File: config.mk
export PLATFORM = sky130hd
export DESIGN_NAME = fir_stim_gen
export DESIGN_NICKNAME = d
export VERILOG_FILES = /design/src/rtl/fir_stim_gen.sv
export SDC_FILE = /design/constraint.sdc
export NUM_CORES = 1
export LEC_CHECK = 0
export BUFFER_PORTS_ARGS = -buffer_cell sky130_fd_sc_hd__buf_2
export CELL_PAD_IN_SITES_DETAIL_PLACEMENT = 0
export CELL_PAD_IN_SITES_GLOBAL_PLACEMENT = 1
export CORE_MARGIN = 1.5
export CORE_UTILIZATION = 30
export DETAILED_ROUTE_END_ITERATION = 8
export PLACE_DENSITY = 0.66
export RECOVER_POWER = 100
export SYNTH_ARGS = -nofsm -noshare
export SYNTH_HDL_FRONTEND = slang
export SYNTH_SLANG_ARGS = --single-unit
File: constraint.sdc
create_clock -name clk -period 2.45 [get_ports clk]
set_input_delay 0.245 -clock clk [delete_from_list [all_inputs] [get_ports clk]]
set_output_delay 0.245 -clock clk [all_outputs]
set_load 0.03 [all_outputs]
File: src/rtl/fir_stim_gen.sv
// Burst sample source for the FIR datapath: impulse, step, PRBS9 or alternating
// +/-0.5 samples at a programmable rate, each paired with a one-cycle enable strobe.
module fir_stim_gen #(
    parameter int unsigned NB_DATA  = 8,
    parameter int unsigned NBF_DATA = 7,
    parameter int unsigned NB_DIV   = 8,
    parameter int unsigned NB_CNT   = 16
) (
    input  logic                clk,
    input  logic                i_rst_n,
    input  logic                i_start,
    input  logic                i_stop,
    input  logic [1:0]          i_mode,
    input  logic [NB_DIV-1:0]   i_div,
    input  logic [NB_CNT-1:0]   i_nsamp,
    output logic [NB_DATA-1:0]  o_data,
    output logic                o_en,
    output logic                o_busy,
    output logic                o_done
);

    typedef enum logic [1:0] {
        S_IDLE,
        S_RUN,
        S_DONE
    } state_e;

    typedef enum logic [1:0] {
        MODE_IMPULSE,
        MODE_STEP,
        MODE_PRBS,
        MODE_ALT
    } mode_e;

    localparam logic [8:0]         LFSR_SEED = 9'h1FF;
    localparam logic [NB_DATA-1:0] MAX_POS   = NB_DATA'((1 << NBF_DATA) - 1);
    localparam logic [NB_DATA-1:0] HALF_POS  = NB_DATA'(1 << (NBF_DATA - 1));
    localparam logic [NB_DATA-1:0] HALF_NEG  = '0 - HALF_POS;

    state_e              state_q,   state_d;
    mode_e               mode_q,    mode_d;
    logic [NB_DIV-1:0]   div_l_q,   div_l_d;
    logic [NB_CNT-1:0]   nsamp_l_q, nsamp_l_d;
    logic [NB_DIV-1:0]   div_cnt_q, div_cnt_d;
    logic [NB_CNT-1:0]   cnt_q,     cnt_d;
    logic [8:0]          lfsr_q,    lfsr_d;
    logic                stop_q,    stop_d;
    logic [NB_DATA-1:0]  data_q,    data_d;
    logic                en_q,      en_d;
    logic                busy_q,    busy_d;
    logic                done_q,    done_d;
    logic [NB_DATA-1:0]  sample_val;

    always_ff @(posedge clk or negedge i_rst_n) begin
        if (!i_rst_n) begin
            state_q   <= S_IDLE;
            mode_q    <= MODE_IMPULSE;
            div_l_q   <= '0;
            nsamp_l_q <= '0;
            div_cnt_q <= '0;
            cnt_q     <= '0;
            lfsr_q    <= LFSR_SEED;
            stop_q    <= 1'b0;
            data_q    <= '0;
            en_q      <= 1'b0;
            busy_q    <= 1'b0;
            done_q    <= 1'b0;
        end else begin
            state_q   <= state_d;
            mode_q    <= mode_d;
            div_l_q   <= div_l_d;
            nsamp_l_q <= nsamp_l_d;
            div_cnt_q <= div_cnt_d;
            cnt_q     <= cnt_d;
            lfsr_q    <= lfsr_d;
            stop_q    <= stop_d;
            data_q    <= data_d;
            en_q      <= en_d;
            busy_q    <= busy_d;
            done_q    <= done_d;
        end
    end

    // Waveform value for sample index cnt_q of the current burst.
    always_comb begin
        sample_val = '0;
        case (mode_q)
            MODE_IMPULSE: sample_val = (cnt_q == '0) ? MAX_POS : '0;
            MODE_STEP:    sample_val = MAX_POS;
            MODE_PRBS:    sample_val = lfsr_q[NB_DATA-1:0];
            MODE_ALT:     sample_val = cnt_q[0] ? HALF_NEG : HALF_POS;
            default:      sample_val = '0;
        endcase
    end

    always_comb begin
        state_d   = state_q;
        mode_d    = mode_q;
        div_l_d   = div_l_q;
        nsamp_l_d = nsamp_l_q;
        div_cnt_d = div_cnt_q;
        cnt_d     = cnt_q;
        lfsr_d    = lfsr_q;
        stop_d    = stop_q;
        data_d    = data_q;
        en_d      = 1'b0;

        case (state_q)
            S_IDLE: begin
                if (i_start) begin
                    state_d   = S_RUN;
                    mode_d    = mode_e'(i_mode);
                    div_l_d   = i_div;
                    nsamp_l_d = i_nsamp;
                    div_cnt_d = '0;
                    cnt_d     = '0;
                    lfsr_d    = LFSR_SEED;
                    stop_d    = 1'b0;
                end
            end
            S_RUN: begin
                // A sampled stop suppresses strobes immediately and ends the burst
                // one edge later, mirroring the normal end-of-burst timing.
                if (cnt_q == nsamp_l_q || stop_q) begin
                    state_d = S_DONE;
                end else if (i_stop) begin
                    stop_d = 1'b1;
                end else if (div_cnt_q == div_l_q) begin
                    en_d      = 1'b1;
                    data_d    = sample_val;
                    cnt_d     = cnt_q + NB_CNT'(1);
                    div_cnt_d = '0;
                    lfsr_d    = {lfsr_q[7:0], lfsr_q[8] ^ lfsr_q[4]};
                end else begin
                    div_cnt_d = div_cnt_q + NB_DIV'(1);
                end
            end
            S_DONE: begin
                state_d = S_IDLE;
            end
            default: begin
                state_d = S_IDLE;
            end
        endcase

        busy_d = (state_d == S_RUN);
        done_d = (state_d == S_DONE);
    end

    assign o_data = data_q;
    assign o_en   = en_q;
    assign o_busy = busy_q;
    assign o_done = done_q;

endmodule

### Yosys cells after proc, flatten, opt, wreduce, memory -nomap -nowiden

Index checks and enable logic that the tools add are counted.

* bits in registers: 73
* word-level logic and storage cells: 69

* add/subtract/negate cells: 2
* equal/unequal tests: 13
* mux-type cells: 29
* bitwise operators: 3
* reductions and logical operators: 10

Operators with widths (number)
* two-way mux 16 bit: 4
* two-way mux 8 bit: 5
* two-way mux 9 bit: 4
* case mux 16 bit (2 select lines): 1
* case mux 8 bit (4 select lines): 1
* case mux 9 bit (2 select lines): 1
* adder 16 x 1 -> 16 bit (second input constant): 1
* equality test 16 bit: 1
* logical NOT 16 bit: 1
* case mux 8 bit (2 select lines): 1
* AND reduction 4 bit: 3
* != test 2 bit (second input constant): 5
* adder 8 x 1 -> 8 bit (second input constant): 1
* equality test 8 bit: 1
* two-way mux 1 bit: 7
* two-way mux 7 bit: 1
* equality test 2 x 1 -> 1 bit (second input constant): 3
* equality test 2 bit (second input constant): 3
* AND reduction 5 bit: 1
* logical NOT 2 bit: 2
* two-way mux 2 bit: 2
* case mux 2 bit (2 select lines): 1
* inverter 1 bit: 2
* case mux 1 bit (2 select lines): 1
* other kinds (4): 4

### Longest topological paths before layout

* depth in word-level cells: 5
* gate-level depth with buffers: 8

### Worst setup path before layout

Ideal clock, no wire load.

* kind: register to register
* start point: register cnt_q[12]
* end point: register cnt_q[12]
* setup time: 110 ps
* data arrival time: 1767 ps
* path slack: 572 ps
* cell stages (with the launch flop): 8
* buffers on the path: 1
* path through: dfrtp_1 -> xor2_1 -> nor4_2 -> nand4_4 -> a31oi_4 -> buf_4 -> o21ai_1 -> o41ai_1

* longest elaborated chain between the ends: 5

RTL lines
* start: declaration: RTL line 45 `logic [NB_CNT-1:0] cnt_q, cnt_d;`
* start signal: assignment: RTL line 74 `cnt_q <= cnt_d;`
* adder 16 x 1 -> 16 bit: RTL line 131 `cnt_d = cnt_q + NB_CNT'(1);`
* two-way mux 16 bit: RTL line 128 `end else if (div_cnt_q == div_l_q) begin`
* two-way mux 16 bit: RTL line 126 `end else if (i_stop) begin`
* two-way mux 16 bit: RTL line 124 `if (cnt_q == nsamp_l_q || stop_q) begin`
* case mux 16 bit (2 select lines): RTL line 108 `case (state_q)`

Parallel ways exist; a longest one is shown, timed or not. The select of a mux whose other input is x is not followed.
A chain may end at the register's enable or synchronous reset.

### Worst setup path after layout

* start point: register cnt_q[12]
* end point: register cnt_q[4]

* longest elaborated chain between the ends: 4

RTL lines (RTL line)
* equality test 16 bit: 124
* logical OR 1 bit: 124
* != test 2 bit (no line)
* AND reduction 5 bit (no line)

No other way between the ends.

==> qor_table.md <==
| Group | Item | Reported |
| --- | --- | --- |
| place | IO buf count | 40 |
| finish | Non-filler instance count after layout | 591 |
| finish | Storage cell area | 1840 um2 |
| logic synthesis | Xor and xnor area share after synthesis | 5.97% |
| logic synthesis | Netlist area before placement | 3660 um2 |
| finish | Relative area change from synthesis to final layout | 17.4% |
| pwr | Worst vdd ir | 430 uV |
| logic synthesis | Synthesized-area fraction occupied by ao, oa, aoi and oai cells | 13.6% |
| route | Length of the first detailed-routing pass in iterations | 4 |
| setup path | Required time of the critical path | 2.71 ns |
| setup path | Critical path startpoint category | register |
| setup path | Setup CP Type | reg -> reg |
| logic synthesis | Count of distinct cell types in the synthesized netlist | 48 |
| logic synthesis | Synth Area per Inst | 9.35 um2 |
| route | Via total after detailed routing | 2803 |
| grt | Grt ovf | 0 |
| sta | Worst-case hold slack | 0.0967 ns |
| route | Wire per inst | 14.2 um |
| floorplanning | Number of placement rows | 40 |
| logic synthesis | Number of instances in the synthesized netlist | 392 |
| pwr | Static Leakage | 0.00204 uW |
| pwr | Total power density per cell area | 1100 nW/um2 |
| floorplanning | Die extent in x | 114 um |
| worst hold path | Count of cells along the worst hold path | 3 |
| setup path | Capturing element type of the critical path | register |
| sta | Transition time at the pin with the least slew margin | 1.67 ns |
| grt | Pin count of the biggest net entering global routing | 74 |
| grt | Number of global-route vias before repair | 2795 |
| logic synthesis | Post-synthesis simple-gate area fraction | 25.2% |
| sta | Worst setup skew after layout | 0.00720 ns |
| clock tree | Depth of the CTS H-tree | 3 |
| finish | Most common cell after layout, fill and taps aside | nand2_1 |
| floorplanning | I/O pins | 41 |
| finish | Share of layout cells above drive strength 1 | 18.9% |
| worst hold path | Min-Delay Path Class | in -> reg |
| clock tree | Cts bufs inserted | 9 |
| route | DR DRC count | 0 |
| place | Placed cells | 574 |
| sta | Headroom to the max-slew limit | -11.0% |
| sta | Hold violation count in the final report | 0 |
| logic synthesis | Mux share of post-synthesis cell area | 0.307% |
| finish | Most frequent cells in the layout | 99 x nand2_1, 64 x dfrtp_1, 30 x buf_2 |
| grt | Initial antenna violation count | 0 |
| setup path | CP Data Arrival Time | 2.58 ns |
| sta | Final clock period utilization by the worst path | 95.0% |
| logic synthesis | Share of synthesized area occupied by flip-flops and latches | 50.2% |
| grt | GRT Resource Usage Total | 14.4% |
| clock tree | Clock root buffer | clkbuf_16 |
| clock tree | Number of sinks on the clock net | 73 |
| outcome | Violated checks | max-capacitance violations, max-slew violations |
| floorplanning | Starting Density | 30.6% |
| floorplanning | Area of the die | 12900 um2 |
| route | Antenna violation net count after detailed routing | 0 |
| pwr | Power, Total | 4720 uW |
| sta | Unrepaired setup endpoints after global routing | false |
| clock tree | CTS max path bufs | 2 |
| sta | Final setup fails | 0 |
| place | RD Place Congestion | 0.828 |
| sta | Highest Clock Rate | 0.429 GHz |
| clock tree | Total setup buffers inserted after CTS | 0 |
| job | Maximum Capacitance Violations | 1 |
| clock tree | CTS tree | done |
| sta | Minimum clock period after layout | 2.33 ns |
| logic synthesis | Mapped Nets | 425 |
| finish | Final nets | 472 |
| floorplanning | Area of the core | 12000 um2 |
| logic synthesis | Largest family of logic cells by synthesized area | simple AND/OR/NAND/NOR gates |
| finish | Number of inserted filler cells in the final layout | 1251 |
| place | Detailed placement HPWL | 5840 um |
| clock tree | Latest clock arrival within the worst-skew pair | 0.34 ns |
| logic synthesis | Count of synthesis-stage warnings from yosys | 0 |
| route | DRT iter0 DRCs | 149 |
| sta | Accumulated negative setup slack | 0 ns |
| sta | Max-slew violation count | 74 |
| floorplanning | Y dimension of the die | 114 um |
| grt | Wire length of the first global-routing pass | 14600 um |
| finish | Footprint of the multi-input gates | 1650 um2 |
| route | Final wirelength | 8370 um |
| logic synthesis | Adder and majority cell fraction of the synthesized area | 1.02% |
| finish | Number of antenna diodes | 0 |
| setup path | Top fanout value on the critical path | 24 |
| setup path | Count of cells along the worst register-to-register path | 8 |
| outcome | Outcome | finished with violations |
| logic synthesis | Number of flip-flops and latches in the synthesized netlist | 73 |
| clock tree | Clock transition at path regs | 0.06 ns |
| route | Via-to-Cell Ratio | 4.74 |
==> logic make-up (layout without fill, tap and decap cells) <==
group / after synthesis / after routing
and+or+nand+nor: 181 / 181
AOI/OAI and AO/OA: 78 / 78
muxes: 1 / 1
DFF: 73 / 73
adders and majority gates: 3 / 3
buffers and inverters: 31 / 83
xor gates and xnor gates: 25 / 25
==> critical path: stages, from the launching register on <==
cell and delay (ns):
dfrtp_1 0.50, xor2_1 0.22, nor4_2 0.48, nand4_4 0.16
buf_4 0.20, a31oi_1 0.25, buf_12 0.22, o21ai_0 0.12
o21ai_0 0.09
==> synthesized netlist by cell type, drive strengths merged <==
library cell / n / area [um2]
or3: 4 / 25.0
a31o: 1 / 8.76
a21oi: 26 / 168
o22ai: 1 / 6.26
nor3: 14 / 81.3
and4: 2 / 17.5
and3: 4 / 25.0
or4: 5 / 37.5
ha: 3 / 37.5
a22o: 1 / 8.76
nand2: 99 / 372
nor2b: 4 / 25.0
mux2: 1 / 11.3
nand2b: 5 / 31.3
nor4b: 1 / 8.76
o21a: 3 / 22.5
inv: 15 / 56.3
xnor2: 8 / 70.1
a21o: 1 / 7.51
a31oi: 4 / 40.0
o21ai: 31 / 159
o31ai: 8 / 60.1
o211ai: 1 / 7.51
xor2: 17 / 149
o41ai: 1 / 8.76
dfstp: 9 / 236
nand3: 12 / 65.1
nand4: 7 / 101
clkbuf: 7 / 26.3
dfrtp: 64 / 1600
buf: 9 / 55.0
nor4: 5 / 56.3
and2: 2 / 12.5
nor2: 17 / 66.3
==> registers in the layout (all words and copies together), names as in the netlist, 2 cells and up <==
signal / cells
div_l_q: 8
mode_q: 2
o_data: 8
nsamp_l_q: 16
state_q: 2
div_cnt_q: 8
cnt_q: 16
lfsr_q: 9
==> power breakdown <==
part	internal [uW]	total [uW]	switching, uW
combinational	542	1580	1040
sequential	1580	1850	272
clock	797	1290	492
total	2920	4720	1810
==> final timing paths <==
check                               start      endpoint  slack (ns)
worst max register to register  cnt_q[12]      cnt_q[4]        0.12
worst max-delay path            cnt_q[12]      cnt_q[4]        0.12
min in group asynchronous         i_rst_n        o_done        0.97
max in group asynchronous         i_rst_n  nsamp_l_q[7]        0.48
worst min register to register  o_data[5]     o_data[5]        0.47
worst min-delay path             i_div[5]    div_l_q[5]         0.1
==> cell type report <==
class | instances | share of cell area (%)
clock buffers | 15 | 6.69
clock inverters | 1 | 0.174
inverters | 15 | 1.31
multi-input cells | 288 | 38.4
flip-flops and latches | 73 | 42.7
well taps | 147 | 4.27
repair buffers | 52 | 6.48
==> through the flow <==
| step | instance area, um2 | setup WS, ns | utilization, % |
|---|---|---|---|
| 3_3_place_gp | 4080 | 0.290 | 34.1 |
| 5_1_grt | 4300 | 0.00505 | 36.0 |
| 6_report | 4300 | 0.122 | 36.0 |
| 4_1_cts | 4380 | 0.169 | 36.6 |
| 2_1_floorplan | 3660 | 0.572 | - |
| 3_5_place_dp | 4080 | 0.206 | 34.1 |
==> metal layers <==
layer	vias to the layer above	global-route usage, %	wire, um
met5	-	0	0
met4	0	7.08	236
met3	16	2.82	321
met2	57	20.7	3500
met1	1299	20.7	4310
li1	1431	-	-
==> repair_timing <==
action,CTS,global route
hold endpoints to repair,64,0
hold buffers,1,0
resized for setup,0,0
Power figures use the tool's default switching activity.
